## src/rtl/life_pkg.sv

```systemverilog
// ============================================================================
// Module   : life_pkg
// Brief    : Shared types and rule constants for the Life cell sequencer.
// Revision : 1.0 - initial release
// ============================================================================
`default_nettype none

package life_pkg;

    typedef enum logic [1:0] {
        ST_IDLE  = 2'd0,
        ST_ACCUM = 2'd1,
        ST_DONE  = 2'd2
    } state_e;

    localparam int BIRTH_COUNT           = 3;
    localparam int SURVIVE_COUNT         = 2;
    localparam int DEFAULT_NUM_NEIGHBORS = 8;

endpackage

`default_nettype wire

```

## src/rtl/full_adder.sv

```systemverilog
// ============================================================================
// Module   : full_adder
// Brief    : One-bit full adder cell.
// Revision : 1.0 - initial release
// ============================================================================
`default_nettype none

module full_adder (
    input  logic a_i,
    input  logic b_i,
    input  logic c_i,
    output logic sum_o,
    output logic carry_o
);

    assign sum_o   = a_i ^ b_i ^ c_i;
    assign carry_o = (a_i & b_i) | (c_i & (a_i ^ b_i));

endmodule

`default_nettype wire

```

## src/rtl/ripple_incrementer.sv

```systemverilog
// ============================================================================
// Module   : ripple_incrementer
// Brief    : Conditional +1 built as a ripple chain of full_adder cells.
// Revision : 1.0 - initial release
// ============================================================================
`default_nettype none

module ripple_incrementer #(
    parameter int COUNT_WIDTH = 4
) (
    input  logic [COUNT_WIDTH-1:0] value_i,
    input  logic                   carry_in_i,
    output logic [COUNT_WIDTH-1:0] result_o,
    output logic                   carry_out_o
);

    logic [COUNT_WIDTH:0] w_carry;

    assign w_carry[0]  = carry_in_i;
    assign carry_out_o = w_carry[COUNT_WIDTH];

    // Operand B is tied low: the chain only ever adds the carry-in.
    for (genvar i = 0; i < COUNT_WIDTH; i++) begin : g_bit
        full_adder u_fa (
            .a_i    (value_i[i]),
            .b_i    (1'b0),
            .c_i    (w_carry[i]),
            .sum_o  (result_o[i]),
            .carry_o(w_carry[i+1])
        );
    end

endmodule

`default_nettype wire

```

## src/rtl/life_cell_sequencer.sv

```systemverilog
// ============================================================================
// Module   : life_cell_sequencer
// Brief    : Counts live neighbours one bit per cycle on a shared incrementer
//            and applies the Conway rule; valid/ready on both sides.
// Revision : 1.0 - initial release
// ============================================================================
`default_nettype none

module life_cell_sequencer
    import life_pkg::*;
#(
    parameter  int NUM_NEIGHBORS = DEFAULT_NUM_NEIGHBORS,
    localparam int COUNT_WIDTH   = $clog2(NUM_NEIGHBORS + 1)
) (
    input  logic                     clk_i,
    input  logic                     rst_n_i,
    input  logic                     in_valid_i,
    output logic                     in_ready_o,
    input  logic                     alive_i,
    input  logic [NUM_NEIGHBORS-1:0] neighbors_i,
    output logic                     out_valid_o,
    input  logic                     out_ready_i,
    output logic                     next_alive_o,
    output logic [COUNT_WIDTH-1:0]   count_o
);

    localparam logic [COUNT_WIDTH-1:0]   IDX_LAST = COUNT_WIDTH'(NUM_NEIGHBORS - 1);
    localparam logic [NUM_NEIGHBORS-1:0] MASK_LSB = NUM_NEIGHBORS'(1);

    state_e                   state_q, state_d;
    logic [COUNT_WIDTH-1:0]   count_q, count_d;
    logic [COUNT_WIDTH-1:0]   index_q, index_d;
    logic [NUM_NEIGHBORS-1:0] mask_q, mask_d;
    logic                     alive_q, alive_d;
    logic                     next_alive_q, next_alive_d;

    logic                     w_mask_bit;
    logic                     w_carry_in;
    logic [COUNT_WIDTH-1:0]   w_count_inc;
    logic                     w_carry_out;
    logic                     w_last;
    logic                     w_rule;

    assign w_mask_bit = |(mask_q & (MASK_LSB << index_q));
    assign w_carry_in = w_mask_bit & (state_q == ST_ACCUM);
    assign w_last     = (index_q == IDX_LAST);

    ripple_incrementer #(
        .COUNT_WIDTH(COUNT_WIDTH)
    ) u_inc (
        .value_i    (count_q),
        .carry_in_i (w_carry_in),
        .result_o   (w_count_inc),
        .carry_out_o(w_carry_out)
    );

    // The rule sees the count including the final add of this edge.
    assign w_rule = (int'(w_count_inc) == BIRTH_COUNT) |
                    (alive_q & (int'(w_count_inc) == SURVIVE_COUNT));

    always_ff @(posedge clk_i or negedge rst_n_i) begin
        if (!rst_n_i) begin
            state_q      <= ST_IDLE;
            count_q      <= '0;
            index_q      <= '0;
            mask_q       <= '0;
            alive_q      <= 1'b0;
            next_alive_q <= 1'b0;
        end else begin
            state_q      <= state_d;
            count_q      <= count_d;
            index_q      <= index_d;
            mask_q       <= mask_d;
            alive_q      <= alive_d;
            next_alive_q <= next_alive_d;
        end
    end

    always_comb begin
        state_d      = state_q;
        count_d      = count_q;
        index_d      = index_q;
        mask_d       = mask_q;
        alive_d      = alive_q;
        next_alive_d = next_alive_q;
        case (state_q)
            ST_IDLE: begin
                if (in_valid_i) begin
                    mask_d  = neighbors_i;
                    alive_d = alive_i;
                    count_d = '0;
                    index_d = '0;
                    state_d = ST_ACCUM;
                end
            end
            ST_ACCUM: begin
                count_d = w_count_inc;
                index_d = index_q + COUNT_WIDTH'(1);
                if (w_last) begin
                    next_alive_d = w_rule;
                    state_d      = ST_DONE;
                end
            end
            ST_DONE: begin
                if (out_ready_i) begin
                    state_d = ST_IDLE;
                end
            end
            default: state_d = ST_IDLE;
        endcase
    end

    always_comb begin
        in_ready_o   = (state_q == ST_IDLE);
        out_valid_o  = (state_q == ST_DONE);
        count_o      = count_q;
        next_alive_o = next_alive_q;
    end

    // The count never exceeds NUM_NEIGHBORS, so the chain cannot overflow.
    always_comb begin
        assert (!((state_q == ST_ACCUM) && w_carry_out));
    end

endmodule

`default_nettype wire

```

## config.mk

```make
export PLATFORM = sky130hd
export DESIGN_NAME = life_cell_sequencer
export DESIGN_NICKNAME = d
export VERILOG_FILES = /design/src/rtl/life_pkg.sv /design/src/rtl/full_adder.sv /design/src/rtl/ripple_incrementer.sv /design/src/rtl/life_cell_sequencer.sv
export SDC_FILE = /design/constraint.sdc
export NUM_CORES = 1
export LEC_CHECK = 0
export ABC_AREA = 1
export CORE_MARGIN = 5
export CORE_UTILIZATION = 54
export CTS_CLUSTER_DIAMETER = 30
export DETAILED_ROUTE_END_ITERATION = 16
export PLACE_DENSITY = 0.87
export SYNTH_ARGS = -nofsm -noshare
export SYNTH_HDL_FRONTEND = slang
export SYNTH_SLANG_ARGS = --single-unit
```

## constraint.sdc

```tcl
create_clock -name clk_i -period 4.8 [get_ports clk_i]
set_input_delay 0.96 -clock clk_i [delete_from_list [all_inputs] [get_ports clk_i]]
set_output_delay 0.96 -clock clk_i [all_outputs]
set_load 0.05 [all_outputs]
```

==> qor.csv, run 1 <==
metric;value;unit
max_rail_drop_vdd;357.1;µV
final_common_cell;sky130_fd_sc_hd__nand2_1;
ffs_latches_synth;20;
finalHoldViolations;0;
crit_path_start_kind;register;
starting_utilization_of_the_core_area;55.53;%
cp_top_family;buffers and inverters;
ant_nets;0;
overall_fraction_of_global_route_tracks_in_use;15.80;%
critPathRequiredTime;3.84;ns
slew_headroom;39.30;%
synth_sequential_area_ratio;46.89;%
drt_pass1_iterations;4;
global_route_wire_length_before_repair;3.436;mm
area_growth_syn_to_layout;20.05;%
vias_in_the_first_global_route;852;
finClkSkew;0.001226;ns
clk_transition_reported_paths;0.11;ns
layout-drive-gt1-share;7.692;%
cts-hold-fix-buffers;0;
stdcell_count;170;
final-max-slew-violation-count;0;
finalHoldWorstSlack;0.4901;ns
min_path_type;reg -> reg;
met3_usage;2.452;%
die_area;2965;µm²
top_level_ports;20;
place.port_buffers;19;
floorplan.die.width;54.46;µm
number_of_setup_violations_in_the_final_report;0;
clkLatencyLatePin;0.30;ns
synth_nets;148;
worstSetupPathType;reg -> out;
cts_post_setup_buffers_inserted;0;
end_kind;primary output;
clockBufferDepth;2;
yosysUniqueCellTypes;22;
cts_made_buffers;3;
viasPerCell;4.871;
period_needed;2.825;ns
unrepaired_setup_endpoints_after_global_routing;false;
seqCellArea;500.5;µm²
num-fill-cells;175;
post-place-cells;166;
leakagePower;0.6612;nW
fin_nets;166;
power-per-cell-area;584.9;nW/µm²
grt_start_max_net_pins;21;
h_tree_lvl_count;1;
cap_violations;0;
number_of_drc_violations_after_detailed_routing_iteration_0;14;
syn_area;1067;µm²
path_cells;nor2_4, clkdlybuf4s50_1;
clock_tree.root_cell;sky130_fd_sc_hd__clkbuf_4;
cts_tree;done;
syn-mean-instance-area;8.470;µm²
transition_time_of_the_tightest_slew_check_pin;0.9076;ns
fmaxAchievable;0.3539;GHz
cp_max_fo;10;
crit_path_top_delay_cell;sky130_fd_sc_hd__clkdlybuf4s50_1;
grt_antenna_before_repair;0;
num_antenna_cells;0;
fin_crit_sh;58.86;%
run_status;completed;
postSynthCellCount;126;
use_met1;19.76;%
worst_path_largest_cell_delay;0.85;ns
timing.setup.tns;0;ns
clock-sinks;20;
route.vias.total;828;
mostFrequentLayoutCells;sky130_fd_sc_hd__nand2_1, sky130_fd_sc_hd__dfrtp_1, sky130_fd_sc_hd__clkdlybuf4s50_1;
arrival;1.87;ns
detailed_placer_s_ending_hpwl;1.523;mm
route.detailed.wl_per_inst;11.78;µm
yosys_warnings;0;
fp.dieH;54.46;µm
busiest_layer;met2;
multiInputGateArea;467.9;µm²
placementRows;16;
route.detailed.drc;0;
post_cts.resized_instances;0;
core_area;1922;µm²
route.final.wire_length;2.003;mm
place.gp.congestion;0.8087;
worst-path-buf-inv;1;
global_route.overflow_total;0;
gr-usage-met2;27.69;%
[routing by layer]
metal,wire length [µm],up-vias
met1,952,382
met2,968,15
met3,58,4
li1,-,427
met4,23,0
met5,0,-
[through the flow]
| step | area [µm²] | worst slack, ns | util [%] | power [mW] |
|---|---|---|---|---|
| 2_1_floorplan | 1067 | 2.719 | - | 0.5645 |
| 3_3_place_gp | 1245 | 2.334 | 64.78 | 0.6384 |
| 3_5_place_dp | 1245 | 2.317 | 64.78 | 0.6540 |
| 4_1_cts | 1281 | 1.973 | 66.67 | 0.7549 |
| 5_1_grt | 1281 | 1.891 | 66.67 | 0.8141 |
| 6_report | 1281 | 1.975 | 66.67 | 0.7494 |
[synth_stat cells]
library cell,n,share of area [%]
sky130_fd_sc_hd__a21oi_1,3,1.4
sky130_fd_sc_hd__a21oi_2,1,0.82
sky130_fd_sc_hd__a22o_1,1,0.82
sky130_fd_sc_hd__buf_2,1,0.47
sky130_fd_sc_hd__buf_4,4,2.8
sky130_fd_sc_hd__buf_6,1,1.1
sky130_fd_sc_hd__dfrtp_1,20,47
sky130_fd_sc_hd__ha_1,9,11
sky130_fd_sc_hd__inv_1,12,4.2
sky130_fd_sc_hd__inv_2,2,0.70
sky130_fd_sc_hd__nand2_1,43,15
sky130_fd_sc_hd__nand2_2,2,1.2
sky130_fd_sc_hd__nand3_1,12,5.6
sky130_fd_sc_hd__nand4_1,1,0.59
sky130_fd_sc_hd__nor2_1,4,1.4
sky130_fd_sc_hd__nor2_4,1,1.1
sky130_fd_sc_hd__o21ai_0,3,1.4
sky130_fd_sc_hd__o21ai_1,2,0.94
sky130_fd_sc_hd__o21ai_2,1,0.82
sky130_fd_sc_hd__o22ai_1,1,0.59
sky130_fd_sc_hd__o31ai_1,1,0.70
sky130_fd_sc_hd__xor2_1,1,0.82
[worst reg2reg max path, stage by stage (launching register included)]
cell and delay (ns):
sky130_fd_sc_hd__dfrtp_1 0.47, sky130_fd_sc_hd__ha_1 0.27, sky130_fd_sc_hd__ha_1 0.19, sky130_fd_sc_hd__nand2_1 0.05
sky130_fd_sc_hd__nand2_1 0.05, sky130_fd_sc_hd__inv_1 0.05, sky130_fd_sc_hd__a21oi_1 0.07, sky130_fd_sc_hd__ha_1 0.19
sky130_fd_sc_hd__ha_1 0.18, sky130_fd_sc_hd__ha_1 0.26, sky130_fd_sc_hd__inv_1 0.07, sky130_fd_sc_hd__nand3_1 0.07
sky130_fd_sc_hd__nor2_1 0.11, sky130_fd_sc_hd__nand2_1 0.06, sky130_fd_sc_hd__nand2_1 0.06
[area by class of cell]
class	instances	share of cell area (%)
multi-input cells	86	36.52
flip-flops and latches	20	39.06
inverters	14	4.102
clock buffers	4	2.832
repair buffers	19	14.84
well taps	27	2.637
[sequential cells by signal, summed over array words and instances, names as in the netlist]
| name | flops |
|---|---|
| alive_q | 1 |
| count_o | 4 |
| state_q | 2 |
| index_q | 4 |
| mask_q | 8 |
| next_alive_o | 1 |
[logic make-up (layout without fill, tap and decap cells)]
kind of cell               count (synthesis)  in the layout  share of synthesized area (%)
AOI/OAI and AO/OA                         13             13                          7.503
buffers and inverters                     20             37                          9.261
DFF                                       20             20                          46.89
adders and majority gates                  9              9                          10.55
xor gates and xnor gates                   1              1                         0.8208
and+or+nand+nor                           63             63                          24.97
[final timing paths]
path,end,slack [ns],depth (start not counted),startpoint
setup reg to reg,next_alive_o$_DFFE_PN0P_,2.61,14,index_q[0]$_DFFE_PN0P_
setup / recovery,in_ready_o,1.97,2,state_q[0]$_DFFE_PN0P_
hold / removal,mask_q[0]$_DFFE_PN0P_,0.49,2,mask_q[0]$_DFFE_PN0P_
min in group asynchronous,index_q[1]$_DFFE_PN0P_,1.16,1,rst_n_i
max in group asynchronous,mask_q[3]$_DFFE_PN0P_,3.09,1,rst_n_i
hold reg to reg,mask_q[0]$_DFFE_PN0P_,0.49,2,mask_q[0]$_DFFE_PN0P_
[power breakdown]
group,switching [mW],leakage (nW),internal (mW)
combinational,0.223,0.388,0.133
sequential,0.0588,0.252,0.238
clock,0.0512,0.0210,0.0462
total,0.333,0.661,0.417
(Power assumes the default switching activity.)
==> run 2, diff against run 1 <==
--- a/config.mk
+++ b/config.mk
@@ -7,10 +7,10 @@
 export LEC_CHECK = 0
 export ABC_AREA = 1
 export CORE_MARGIN = 5
-export CORE_UTILIZATION = 54
+export CORE_UTILIZATION = 50
 export CTS_CLUSTER_DIAMETER = 30
 export DETAILED_ROUTE_END_ITERATION = 16
-export PLACE_DENSITY = 0.87
+export PLACE_DENSITY = 0.82
 export SYNTH_ARGS = -nofsm -noshare
 export SYNTH_HDL_FRONTEND = slang
 export SYNTH_SLANG_ARGS = --single-unit
==> constraint.sdc (replaced) <==
create_clock -name clk_i -period 2.9 [get_ports clk_i]
set_input_delay 0.58 -clock clk_i [delete_from_list [all_inputs] [get_ports clk_i]]
set_output_delay 0.58 -clock clk_i [all_outputs]
set_load 0.05 [all_outputs]
==> run 2 against run 1 <==
Die area up 6.5%. Non-clock buffer count unchanged. Hold slack worse by 0.0010 ns. Register-to-register slack worse by 1.9 ns. Sequential share of layout area unchanged. Worst setup slack worse by 1.5 ns. Wire length up 4.8%. Clock skew down 0.00052 ns. Count of clock-buffer cells in the layout unchanged. Utilization down 2.7 points. Clock power up 69%. Largest cell class unchanged. Largest power group unchanged.
==> qor.csv, run 2 (synthesis gave the netlist of run 1 again) <==
metric;value;unit;change
starting_utilization_of_the_core_area;53.31;%;was 55.53%
floorplan.die.width;56.20;µm;was 54.46 µm
global_route_wire_length_before_repair;3.760;mm;was 3.436 mm
die_area;3158;µm²;was 2965 µm²
ant_nets;0;;unchanged
final_core_util;64.00;%;was 66.67%
clock-sinks;20;;unchanged
place.port_buffers;19;;unchanged
route.final.wire_length;2.100;mm;was 2.003 mm
ff2ff_path_depth;14;;unchanged
number_of_stages_on_the_worst_hold_path;2;;unchanged
post_cts.resized_instances;0;;unchanged
grt_start_max_net_pins;21;;unchanged
multiInputGateArea;467.9;µm²;unchanged
unrepaired_setup_endpoints_after_global_routing;false;;unchanged
overall_fraction_of_global_route_tracks_in_use;15.25;%;was 15.80%
slew_headroom;40.10;%;was 39.30%
fin_crit_sh;84.86;%;
min_to;mask_q[2]$_DFFE_PN0P_;;was mask_q[0]$_DFFE_PN0P_
worstReg2RegStart;index_q[0]$_DFFE_PN0P_;;unchanged
timing.setup.tns;0;ns;unchanged
clock_tree.root_cell;sky130_fd_sc_hd__clkbuf_4;;unchanged
fin_nets;166;;unchanged
met3RoutedLength;101;µm;was 58 µm
post-place-cells;166;;unchanged
num_antenna_cells;0;;unchanged
cts_post_setup_buffers_inserted;0;;unchanged
path_cells;nor2_4, clkdlybuf4s50_1;;unchanged
route.detailed.wl_per_inst;12.35;µm;was 11.78 µm
seqCellArea;500.5;µm²;unchanged
route.vias.total;842;;was 828
num-fill-cells;179;;was 175
min_path_type;reg -> reg;;unchanged
detailed_placer_s_ending_hpwl;1.591;mm;was 1.523 mm
arrival;1.88;ns;was 1.87 ns
top_level_ports;20;;unchanged
clkLatencyLatePin;0.30;ns;about the same
clk_transition_reported_paths;0.11;ns;about the same
placementRows;16;;unchanged
finClkSkew;0.0007016;ns;was 0.001226 ns
hold_start;mask_q[2]$_DFFE_PN0P_;;was mask_q[0]$_DFFE_PN0P_
mostFrequentLayoutCells;sky130_fd_sc_hd__nand2_1, sky130_fd_sc_hd__dfrtp_1, sky130_fd_sc_hd__clkdlybuf4s50_1;;unchanged
largest_reg_flops;8;;unchanged
fp.dieH;56.20;µm;was 54.46 µm
p_total;1.254;mW;was 0.7494 mW
number_of_drc_violations_after_detailed_routing_iteration_0;16;;was 14
detail_route.wirelength.met1;959;µm;was 952 µm
period_needed;2.461;ns;
worstSetupPathType;reg -> out;;unchanged
cp_max_fo;10;;unchanged
max_flop_register;mask_q;;unchanged
transition_time_of_the_tightest_slew_check_pin;0.8957;ns;was 0.9076 ns
number_of_setup_violations_in_the_final_report;0;;unchanged
clockBufferDepth;2;;unchanged
route.detailed.drc;0;;unchanged
viasPerCell;4.953;;was 4.871
maxUsedRoutingLayer;met4;;unchanged
vias_in_the_first_global_route;876;;was 852
finalHoldViolations;0;;unchanged
place.gp.congestion;0.9018;;was 0.8087
r2r_end;next_alive_o$_DFFE_PN0P_;;unchanged
cap_violations;0;;unchanged
leakagePower;0.6612;nW;unchanged
stdcell_count;170;;unchanged
finalHoldWorstSlack;0.4891;ns;was 0.4901 ns
max_rail_drop_vdd;523.7;µV;was 357.1 µV
final_common_cell;sky130_fd_sc_hd__nand2_1;;unchanged
drt_pass1_iterations;5;;was 4
grt_antenna_before_repair;0;;unchanged
crit_path_top_delay_cell;sky130_fd_sc_hd__clkdlybuf4s50_1;;unchanged
end_kind;primary output;;unchanged
core_area;2002;µm²;was 1922 µm²
cts_made_buffers;3;;unchanged
fmaxAchievable;0.4064;GHz;
worst_path_largest_cell_delay;0.85;ns;about the same
h_tree_lvl_count;1;;unchanged
detailroute.wirelength.met2;979;µm;was 968 µm
global_route.overflow_total;0;;unchanged
critPathRequiredTime;2.32;ns;was 3.84 ns
final-max-slew-violation-count;0;;unchanged
layout-drive-gt1-share;7.692;%;unchanged
run_status;completed;;unchanged
power-per-cell-area;978.7;nW/µm²;was 584.9 nW/µm²
cts-hold-fix-buffers;0;;unchanged
r2r_setup_slack;0.70;ns;was 2.61 ns
cts_tree;done;;unchanged
area_growth_syn_to_layout;20.05;%;unchanged
crit_path_start_kind;register;;unchanged
[run 2: layer usage]
metal | vias up | global-route usage (%)
li1 | 429 | -
met1 | 380 | 17.95
met2 | 26 | 25.21
met3 | 7 | 3.480
met4 | 0 | 8.814
met5 | - | 0
[run 2: layout make-up]
type | instances | share of cell area (%)
Clock buffer | 4 | 2.832
Tap cell | 27 | 2.637
Sequential cell | 20 | 39.06
Inverter | 14 | 4.102
Multi-Input combinational cell | 86 | 36.52
Timing Repair Buffer | 19 | 14.84
[run 2: report_power, final]
part | switching (mW) | total [mW] | internal, mW
Sequential | 0.100 | 0.494 | 0.393
Combinational | 0.376 | 0.595 | 0.219
Clock | 0.0886 | 0.165 | 0.0767
Total | 0.565 | 1.25 | 0.689
[run 2: how the worst max path moves through the flow]
stage | startpoint | to | slack, ns | cells past startpoint
2_1_floorplan | index_q[0]$_DFFE_PN0P_ | next_alive_o$_DFFE_PN0P_ | 0.92 | 14
3_3_place_gp | state_q[0]$_DFFE_PN0P_ | in_ready_o | 0.79 | 2
3_5_place_dp | index_q[0]$_DFFE_PN0P_ | next_alive_o$_DFFE_PN0P_ | 0.76 | 14
4_1_cts | state_q[0]$_DFFE_PN0P_ | in_ready_o | 0.43 | 2
5_1_grt | state_q[0]$_DFFE_PN0P_ | in_ready_o | 0.37 | 2
6_report | state_q[0]$_DFFE_PN0P_ | in_ready_o | 0.44 | 2
[run 2: worst max-delay path: cells and delay by family, from the launching register on]
family | cells | cell delay, ns
DFF | 1 | 0.48
and+or+nand+nor | 1 | 0.24
buffers and inverters | 1 | 0.85
[run 2: per-stage QoR]
stage / area (µm²) / setup slack (ns)
after detailed placement: 1245 / 0.7603
after global routing: 1281 / 0.3705
after CTS: 1281 / 0.4314
after global placement: 1245 / 0.7920
after floorplan: 1067 / 0.9153
final: 1281 / 0.4391
